<file path="config.mk">
export PLATFORM = sky130hd
export DESIGN_NAME = psr_flag_unit
export DESIGN_NICKNAME = d
export VERILOG_FILES = /design/src/rtl/psr_flag_unit.sv
export SDC_FILE = /design/constraint.sdc
export NUM_CORES = 1
export LEC_CHECK = 0
export BUFFER_PORTS_ARGS = -buffer_cell sky130_fd_sc_hd__buf_2
export CAP_MARGIN = 25
export CORE_ASPECT_RATIO = 1.2
export CORE_MARGIN = 4
export CORE_UTILIZATION = 56
export CTS_CLUSTER_SIZE = 10
export DETAILED_ROUTE_END_ITERATION = 12
export PLACE_DENSITY = 0.9
export SLEW_MARGIN = 40
export SYNTH_ARGS = -nofsm -noshare
export SYNTH_HDL_FRONTEND = slang
export SYNTH_SLANG_ARGS = --single-unit
</file>
<file path="constraint.sdc">
create_clock -name clk -period 8.7 [get_ports clk]
set_clock_uncertainty 0.2 [all_clocks]
set_input_delay 1.74 -clock clk [delete_from_list [all_inputs] [get_ports clk]]
set_output_delay 1.74 -clock clk [all_outputs]
set_load 0.01 [all_outputs]
</file>
<file path="src/rtl/psr_flag_unit.sv">
// Processor status register {C,L,F,Z,N} with compare/add/sub flag generation and a one-deep interrupt shadow.
// Latency: psr_fwd is combinational (same cycle), psr/psr_shadow are one cycle; en=0 stalls all state (no backpressure).
module psr_flag_unit #(
    parameter int WIDTH = 16
) (
    input  logic             clk,
    input  logic             rst_n,
    input  logic             en,
    input  logic [1:0]       op_sel,
    input  logic [WIDTH-1:0] op_a,
    input  logic [WIDTH-1:0] op_b,
    input  logic             psr_we,
    input  logic [4:0]       psr_wdata,
    input  logic             int_save,
    input  logic             int_restore,
    output logic [4:0]       psr,
    output logic [4:0]       psr_fwd,
    output logic [4:0]       psr_shadow,
    output logic             shadow_valid
);

    typedef struct packed {
        logic c;
        logic l;
        logic f;
        logic z;
        logic n;
    } psr_t;

    psr_t             psr_q;
    psr_t             shadow_q;
    psr_t             psr_nxt;
    logic             shadow_valid_q;
    logic             do_sub;
    logic [WIDTH:0]   res;
    logic             ovf_add;
    logic             ovf_sub;

    // One shared W+1 bit adder: CMP and SUB subtract, ADD adds; res[WIDTH] is carry or borrow.
    always_comb begin
        do_sub  = (op_sel != 2'b10);
        res     = do_sub ? ({1'b0, op_b} - {1'b0, op_a}) : ({1'b0, op_b} + {1'b0, op_a});
        ovf_add = (op_a[WIDTH-1] == op_b[WIDTH-1]) && (res[WIDTH-1] != op_b[WIDTH-1]);
        ovf_sub = (op_a[WIDTH-1] != op_b[WIDTH-1]) && (res[WIDTH-1] != op_b[WIDTH-1]);
    end

    always_comb begin
        psr_nxt = psr_q;
        if (en) begin
            if (int_restore) begin
                psr_nxt = shadow_q;
            end else if (psr_we) begin
                psr_nxt = psr_t'(psr_wdata);
            end else begin
                case (op_sel)
                    2'b01: begin
                        psr_nxt.z = (res[WIDTH-1:0] == '0);
                        psr_nxt.l = res[WIDTH];
                        // signed less-than: sign of the difference corrected by overflow
                        psr_nxt.n = res[WIDTH-1] ^ ovf_sub;
                    end
                    2'b10: begin
                        psr_nxt.c = res[WIDTH];
                        psr_nxt.f = ovf_add;
                    end
                    2'b11: begin
                        psr_nxt.c = res[WIDTH];
                        psr_nxt.f = ovf_sub;
                    end
                    default: ;
                endcase
            end
        end
    end

    always_ff @(posedge clk or negedge rst_n) begin
        if (!rst_n) begin
            psr_q          <= '0;
            shadow_q       <= '0;
            shadow_valid_q <= 1'b0;
        end else if (en) begin
            psr_q <= psr_nxt;
            // save captures the pre-update psr, so save+restore together swaps psr and shadow
            if (int_save) begin
                shadow_q       <= psr_q;
                shadow_valid_q <= 1'b1;
            end else if (int_restore) begin
                shadow_valid_q <= 1'b0;
            end
        end
    end

    assign psr          = psr_q;
    assign psr_fwd      = psr_nxt;
    assign psr_shadow   = shadow_q;
    assign shadow_valid = shadow_valid_q;

endmodule
</file>
==> metrics.txt, run 1 <==
dpl cells 326; setup bufs post-CTS 0; VDD IR max 0.0854 mV; crit start category input pin; setup_tns 0 ps; post-layout util 0.703; PostCTS Resize Cnt 0; Slew @ Worst Pin 580 ps; sink count of the clock tree 11; Critical path buffers and inverters 3; first-iteration detailed-routing DRC count 80; vias in the first global route 1911; Synth Net Count 297; static leakage 1.08 nW; Setup Viol. Count Final 0; Hold Path Class reg2reg; first-pass GRT wire length 8140 microns; Synth Register Bits 11; pre-CTS setup slack 1620 ps; Power Density 131 nW/um^2; Cells after Synth 234; I/O pins 61; most frequent CP cell buf_2; crit share post-route 0.819; largest net degree at the start of global routing 15; Vias 2005; cell with the most instances after synthesis nand2_1; Area after DPL 2180 sq um; CP Class in2out; Routed WL 4820 microns; Yosys top cell area share 0.148; CP max FO 6; Core Box Area around 3100 sq um; slowest stage cell, crit path nor3_1; cts bufs inserted 3; cell family with most CP delay compound AO/OA/AOI/OAI gates; CTS Hold Bufs 0; Fin. Hold Viols 0; Final nets 358; Post-synth EDFFs 0; area of the die 4320 sq um; Worst-path clk slew 70 ps; Synth Area in Adders 0.131; Max-Cap Viols 0; Rows 22; final worst-path setup slack 1570 ps; met2 global-route usage 0.429; total grt overflow 0; cell taking the most area after synthesis dfrtp_1; largest family of logic cells by synthesized area compound AO/OA/AOI/OAI gates; Crit. End Element primary output; slowest stage delay, CP about 470 ps; vias per std cell 6.08; global placer's final weighted congestion 0.881; Syn Area/Cell around 8.0 sq um; I/O Buffers 60; CP cell instances buf_2, nor3_1, nand3_1, o41ai_1, xor2_1, ha_1, inv_1, o211ai_1, a2111oi_0, o2111ai_1, nor4_2, nand4_1, o31ai_1, buf_2; Post-Syn Area 1870 sq um; ant diodes 0; htree depth 1; grt met1 use 0.290; synth top area cells dfrtp_1 15%, ha_1 11%, xor2_1 6.6%; Most Crowded Layer GR met2; Final Max Tran Viols 0; Total Power slightly below 0.3 mW; GRT Total Usage 0.235; final std cells w/o fill 330; post-synthesis mux area share 0.0295; Initial Util 0.594; Residual DRC 0; WL/cell around 15 microns; HPWL after DPL 3990 microns; Final Cell Area roughly 2200 sq um; RSZ-0062 raised after global routing no; Ys Warns 0; CP required slightly below 7000 ps; CTS Buffer Depth 2; Final min period between 7000 and 8000 ps; hold slack between 200 and 300 ps; DIE HEIGHT 71.2 microns; die width 60.7 microns; worst relative slew slack 0.603; status completed; post-route ant nets 0; TritonRoute pass-1 iters 4; Post-Synth Simple-Gate Area 0.182; CTS tree built; met3 Track Usage GR 0.0162; clk root buf clkbuf_4; crit path DAT a little over 5000 ps; most instantiated cells after synthesis 25 x nand2_1, 18 x nor2_1, 18 x o21ai_0; fraction of layout cells with a size suffix above 1 0.286; initial antenna violation count 0; post-synthesis sequential area ratio 0.148; ys flop type dfrtp_1; Layout area overhead 18.2%; count of cell types in the netlist 57; Post-synth ARST share 1.00; xor and xnor area share after synthesis 0.126; Compound-Gate Fraction of Synth Area 0.334; f_max 140 MHz; worst skew pair latency 270 ps
## worst min-delay path: stages (launching register included)
cell     delay [ps]
dfrtp_1         350
nand2_1          50
nand2_1          60
## cell families after synthesis
kind of cell | Yosys count
adders and majority gates | 19
DFF | 11
buffers and inverters | 20
AOI/OAI and AO/OA | 85
muxes | 5
and+or+nand+nor | 68
xor gates and xnor gates | 26
## registers in the layout (all words and copies together), names as in the netlist
register and flops:
psr 5, psr_shadow 5, shadow_valid 1
## report_power, final
group	switching, mW	internal (mW)	total, mW
Sequential	0.00755	0.0616	0.0691
Combinational	0.105	0.0808	0.185
Clock	0.0170	0.0178	0.0348
Total	0.129	0.160	0.289
## cell type report
cell class | count | area, sq um
Inverter | 16 | 60.1
Sequential cell | 11 | 275
Tap cell | 36 | 45.0
Fill cell | 263 | 933
Clock buffer | 4 | 26.3
Multi-Input combinational cell | 203 | 1500
Timing Repair Buffer | 60 | 300
## worst paths after layout
kind / from / to / slack [ps] / cells past startpoint
worst min-delay path: shadow_valid$_DFFE_PN0P_ / shadow_valid$_DFFE_PN0P_ / 280 / 2
worst min register to register: shadow_valid$_DFFE_PN0P_ / shadow_valid$_DFFE_PN0P_ / 280 / 2
min in group asynchronous: rst_n / psr_shadow[2]$_DFFE_PN0P_ / 1130 / 1
max in group asynchronous: rst_n / psr_shadow[1]$_DFFE_PN0P_ / 6970 / 1
worst max-delay path: op_a[4] / psr_fwd[1] / 1570 / 14
worst max register to register: psr[1]$_DFFE_PN0P_ / psr[1]$_DFFE_PN0P_ / 7340 / 5
## metal layers
metal,up-vias,part of all wire
li1,1004,-
met1,942,0.43
met2,54,0.52
met3,5,0.043
met4,0,0.012
met5,-,0
## placed cells by master (no fill, tap or decap), types with 4 or more instances in the layout
master,netlist,layout
xnor2_1,11,11
nor2_1,18,18
inv_1,16,16
dfrtp_1,11,11
buf_2,0,60
o31ai_1,5,5
mux2_2,4,4
a21o_1,6,6
and3_1,5,5
a31oi_1,5,5
xor2_1,14,14
o21ai_0,18,18
ha_1,17,17
a21oi_1,16,16
nand2_1,25,25
No activity file was read; power rests on OpenSTA's default activity.
==> run 2: changes to the inputs <==
Settings changed: CORE_UTILIZATION 56 to 52, PLACE_DENSITY 0.9 to 0.85.
Clock period 8.7 ns to 6.7 ns, I/O delays scaled along.
==> metrics.txt, run 2 (synthesis gave the netlist of run 1 again) <==
CP Class in2out; Hold Path Class reg2reg; total grt overflow 0 (unchanged); slowest stage cell, crit path nor3_1; Slew @ Worst Pin 603 ps (+22.9 ps); worst skew pair latency 230 ps (-40 ps); slowest stage delay, CP 510 ps (+40 ps); Sw Pwr 0.169 mW (+31%); initial antenna violation count 0 (unchanged); HPWL after DPL 3970 microns (-0.60%); Core Box Area 3400 sq um (+8.2%); Clk pwr share 0.168 (+0.048); status completed; area of the die 4610 sq um (+6.7%); Layout area overhead 19.2%; vias in the first global route 1908 (-0.16%); worst relative slew slack 0.588 (-0.0157); CTS tree built; I/O Buffers 60 (unchanged); global placer's final weighted congestion 0.899 (+2.0%); clk root buf clkbuf_8; CTS Buffer Depth 2 (unchanged); vias per std cell 5.98 (-1.5%); Critical path buffers and inverters 2 (-1); RSZ-0062 raised after global routing no; fraction of layout cells with a size suffix above 1 0.286 (unchanged); crit path DAT 4790 ps (-400 ps); commonest non-fill, non-tap cells in the layout 60 x buf_2, 25 x nand2_1, 18 x nor2_1, 18 x o21ai_0, 17 x ha_1; CP required 5160 ps (-1600 ps); Vias 1981 (-1.2%); most frequent CP cell buf_2; Max-Cap Viols 0 (unchanged); CP cell instances buf_2, nor3_1, nand3_1, o41ai_1, xor2_1, ha_1, a21oi_1, nor2_1, a211oi_1, o41ai_4, xnor2_2, nand4_1, o31ai_1, buf_2; crit start category input pin; sink count of the clock tree 11 (unchanged); final std cells w/o fill 331 (+0.30%); Residual DRC 0 (unchanged); Routed WL 4810 microns (-0.15%); P_int 0.227 mW (+42%); cell family with most CP delay compound AO/OA/AOI/OAI gates; dpl cells 327 (+0.31%); GRT Total Usage 0.207 (-0.0284); f_max between 150 and 200 MHz; Flop pwr share 0.226 (-0.013); cts bufs inserted 3 (unchanged); Power Density 178 nW/um^2 (+35%); Crit. End Element primary output; TritonRoute pass-1 iters 4 (unchanged); post-route ant nets 0 (unchanged); Final nets 358 (unchanged); Worst-path clk slew 50 ps (-20 ps); PostCTS Resize Cnt 0 (unchanged); commonest non-fill, non-tap cell in the layout buf_2; Final Max Tran Viols 0 (unchanged); ant diodes 0 (unchanged); Rows 23 (+4.5%); DIE HEIGHT 73.6 microns (+3.3%); VDD IR max 0.0704 mV (-17%); Fin. Hold Viols 0 (unchanged); first-iteration detailed-routing DRC count 85 (+6.3%); setup_tns 0 ps (unchanged); first-pass GRT wire length 7980 microns (-2.0%); WL/cell 14.5 microns (-0.45%); I/O pins 61 (unchanged); static leakage 1.09 nW (+0.72%); largest net degree at the start of global routing 15 (unchanged); Initial Util 0.549 (-0.0451); setup bufs post-CTS 0 (unchanged); CP max FO 6 (unchanged); Final min period 6330 ps; htree depth 1 (unchanged); die width 62.7 microns (+3.3%); Sw Ratio 0.427 (-0.0199); Setup Viol. Count Final 0 (unchanged); combinational share of power 0.606 (-0.035); crit share post-route 0.944; CTS Hold Bufs 0 (unchanged)
[run 2: cell counts in the layout (fill, tap and decap cells not counted)]
No cell type changed its count.
[run 2: path summary, 6_finish.rpt]
kind	depth (start not counted)	endpoint	slack (ps)	from
max	14	psr_fwd[1]	370	op_a[4]
min	2	shadow_valid$_DFFE_PN0P_	270	shadow_valid$_DFFE_PN0P_
max reg2reg	5	psr[1]$_DFFE_PN0P_	5350	psr[1]$_DFFE_PN0P_
min reg2reg	2	shadow_valid$_DFFE_PN0P_	270	shadow_valid$_DFFE_PN0P_
max in group asynchronous	1	psr[1]$_DFFE_PN0P_	5340	rst_n
min in group asynchronous	1	psr_shadow[3]$_DFFE_PN0P_	760	rst_n
[run 2: power by group through the flow]
stage	Combinational (mW)	Sequential [mW]	Clock, mW
floorplan	0.163	0.0963	0
global placement	0.232	0.0897	0
finish	0.240	0.0893	0.0665
CTS	0.240	0.0889	0.0666
global route	0.267	0.0910	0.0698
detailed placement	0.238	0.0900	0
[run 2: cell type report]
cell class	instances	area (sq um)
clock buffers	4	45.0
fillers	308	1170
inverters	16	60.1
multi-input cells	203	1500
flip-flops and latches	11	275
well taps	37	46.3
repair buffers	60	300
[run 2: per-layer routing]
metal / GRT usage / routed length (microns)
met1: 0.238 / 2040
met2: 0.391 / 2450
met3: 0.0352 / 262
met4: 0.0662 / 49
met5: 0 / 0
[run 2: per-stage QoR]
step / total power [mW] / area, sq um / setup WS [ps] / utilization / hold WS (ps)
floorplan: 0.259 / 1870 / 1030 / - / 308
global placement: 0.322 / 2180 / 533 / 0.642 / 253
detailed placement: 0.328 / 2180 / 452 / 0.642 / 257
CTS: 0.395 / 2220 / 444 / 0.655 / 269
global route: 0.428 / 2220 / 58.6 / 0.655 / 295
finish: 0.396 / 2220 / 374 / 0.655 / 267
[run 2: worst register-to-register path, cell delays in order, from the launching register on]
cell	delay [ps]
dfrtp_1	400
and3_1	170
a21oi_1	110
o211ai_1	90
o21ai_0	140
o31ai_1	120
==> run 3: changes to the inputs <==
Settings changed: CELL_PAD_IN_SITES_DETAIL_PLACEMENT set to 0, CELL_PAD_IN_SITES_GLOBAL_PLACEMENT set to 1, CORE_UTILIZATION 52 to 37, PLACE_DENSITY 0.85 to 0.84.
==> metrics.txt, run 3 (synthesis gave the netlist of run 1 again) <==
initial antenna violation count 0 (unchanged); Crit. End Element primary output; final std cells w/o fill 354 (+6.9%); CP max FO 6 (unchanged); Layout area overhead 21.1%; CTS Buffer Depth 2 (unchanged); cts bufs inserted 3 (unchanged); Seq. cell area 275 sq um (unchanged); VDD IR max 0.0592 mV (-16%); multi-input combinational cell area 1500 sq um (+0.33%); status completed; f_max 162 MHz (+2.2%); hold slack 264 ps (-2.77 ps); Final nets 358 (unchanged); HPWL after DPL 4110 microns (+3.6%); post-route ant nets 0 (unchanged); CP required 5160 ps (about the same); total grt overflow 0 (unchanged); CP Class in2out; I/O pins 61 (unchanged); Final Max Tran Viols 0 (unchanged); htree depth 1 (unchanged); RSZ-0062 raised after global routing no; vias per std cell 5.51 (-8.0%); PostCTS Resize Cnt 0 (unchanged); Max-Cap Viols 0 (unchanged); commonest non-fill, non-tap cell in the layout buf_2; CTS tree built; crit path DAT 4650 ps (-140 ps); CTS Hold Bufs 0 (unchanged); worst skew pair latency 250 ps (+20 ps); clk root buf clkbuf_8; Fin. Hold Viols 0 (unchanged); Setup Viol. Count Final 0 (unchanged); crit share post-route 0.924 (-0.0201); Routed WL 4850 microns (+0.89%); area of the die 6250 sq um (+35%); Worst-path clk slew 50 ps (about the same); Residual DRC 0 (unchanged); worst relative slew slack 0.660 (+0.0719); fraction of layout cells with a size suffix above 1 0.289 (+0.00340); TritonRoute pass-1 iters 4 (unchanged); WL/cell 13.7 microns (-5.7%); vias in the first global route 1804 (-5.5%); sink count of the clock tree 11 (unchanged); first-iteration detailed-routing DRC count 67 (-21%); GRT Total Usage 0.160 (-0.0472); static leakage 1.09 nW (about the same); die width 72.8 microns (+16%); setup bufs post-CTS 0 (unchanged); crit start category input pin; Final min period 6190 ps (-135 ps); global placer's final weighted congestion 0.785 (-13%); dpl cells 350 (+7.0%); Slew @ Worst Pin 498 ps (-105 ps); total of fill cells in the finished design 528 (+71%); Core Box Area 4900 sq um (+44%); setup_tns 0 ps (unchanged); DIE HEIGHT 85.8 microns (+17%); first-pass GRT wire length 8120 microns (+1.8%); Initial Util 0.380 (-0.169); commonest non-fill, non-tap cells in the layout 60 x buf_2, 25 x nand2_1, 18 x nor2_1, 18 x o21ai_0, 17 x ha_1; ant diodes 0 (unchanged); I/O Buffers 60 (unchanged); Hold Path Class reg2reg; Rows 28 (+22%); Power Density 176 nW/um^2 (-0.92%); Vias 1949 (-1.6%); largest net degree at the start of global routing 15 (unchanged)
run 3: path summary, 6_finish.rpt:
| kind | startpoint | end | slack [ps] | depth (start not counted) |
|---|---|---|---|---|
| max | op_a[6] | psr_fwd[1] | 510 | 14 |
| min | shadow_valid$_DFFE_PN0P_ | shadow_valid$_DFFE_PN0P_ | 260 | 2 |
| max reg2reg | psr[1]$_DFFE_PN0P_ | psr[1]$_DFFE_PN0P_ | 5340 | 5 |
| min reg2reg | shadow_valid$_DFFE_PN0P_ | shadow_valid$_DFFE_PN0P_ | 260 | 2 |
| max in group asynchronous | rst_n | psr_shadow[1]$_DFFE_PN0P_ | 5340 | 1 |
| min in group asynchronous | rst_n | psr_shadow[2]$_DFFE_PN0P_ | 750 | 1 |
run 3: metrics by stage:
step / util / worst slack, ps / power (mW) / area (sq um)
3_5_place_dp: 0.450 / 336 / 0.330 / 2210
6_report: 0.460 / 509 / 0.398 / 2260
3_3_place_gp: 0.450 / 469 / 0.330 / 2210
5_1_grt: 0.460 / 78.5 / 0.433 / 2260
2_1_floorplan: - / 1030 / 0.259 / 1870
4_1_cts: 0.459 / 327 / 0.401 / 2250
run 3: report_power, final:
| part | switching, mW | internal (mW) |
|---|---|---|
| Clock | 0.0275 | 0.0420 |
| Combinational | 0.134 | 0.105 |
| Sequential | 0.00882 | 0.0801 |
| Total | 0.171 | 0.227 |
run 3: metal layers:
metal	vias up	part of all wire	GRT usage
li1	990	-	-
met1	913	0.46	0.210
met2	41	0.48	0.276
met3	5	0.044	0.00938
met4	0	0.014	0.0503
met5	-	0	0
run 3: layout make-up:
type,count,area share
inverters,16,0.0266
well taps,60,0.0332
multi-input cells,203,0.665
clock buffers,4,0.0199
repair buffers,60,0.133
flip-flops and latches,11,0.122
run 3: worst max-delay path, cell delays in order:
cell	delay, ps
buf_2	130
nor4_1	420
nand3_1	270
o41ai_1	360
xor2_1	190
ha_1	310
inv_1	160
o211ai_1	110
a2111oi_0	390
o2111ai_1	190
nor4_2	180
nand4_1	140
o31ai_1	280
buf_2	190
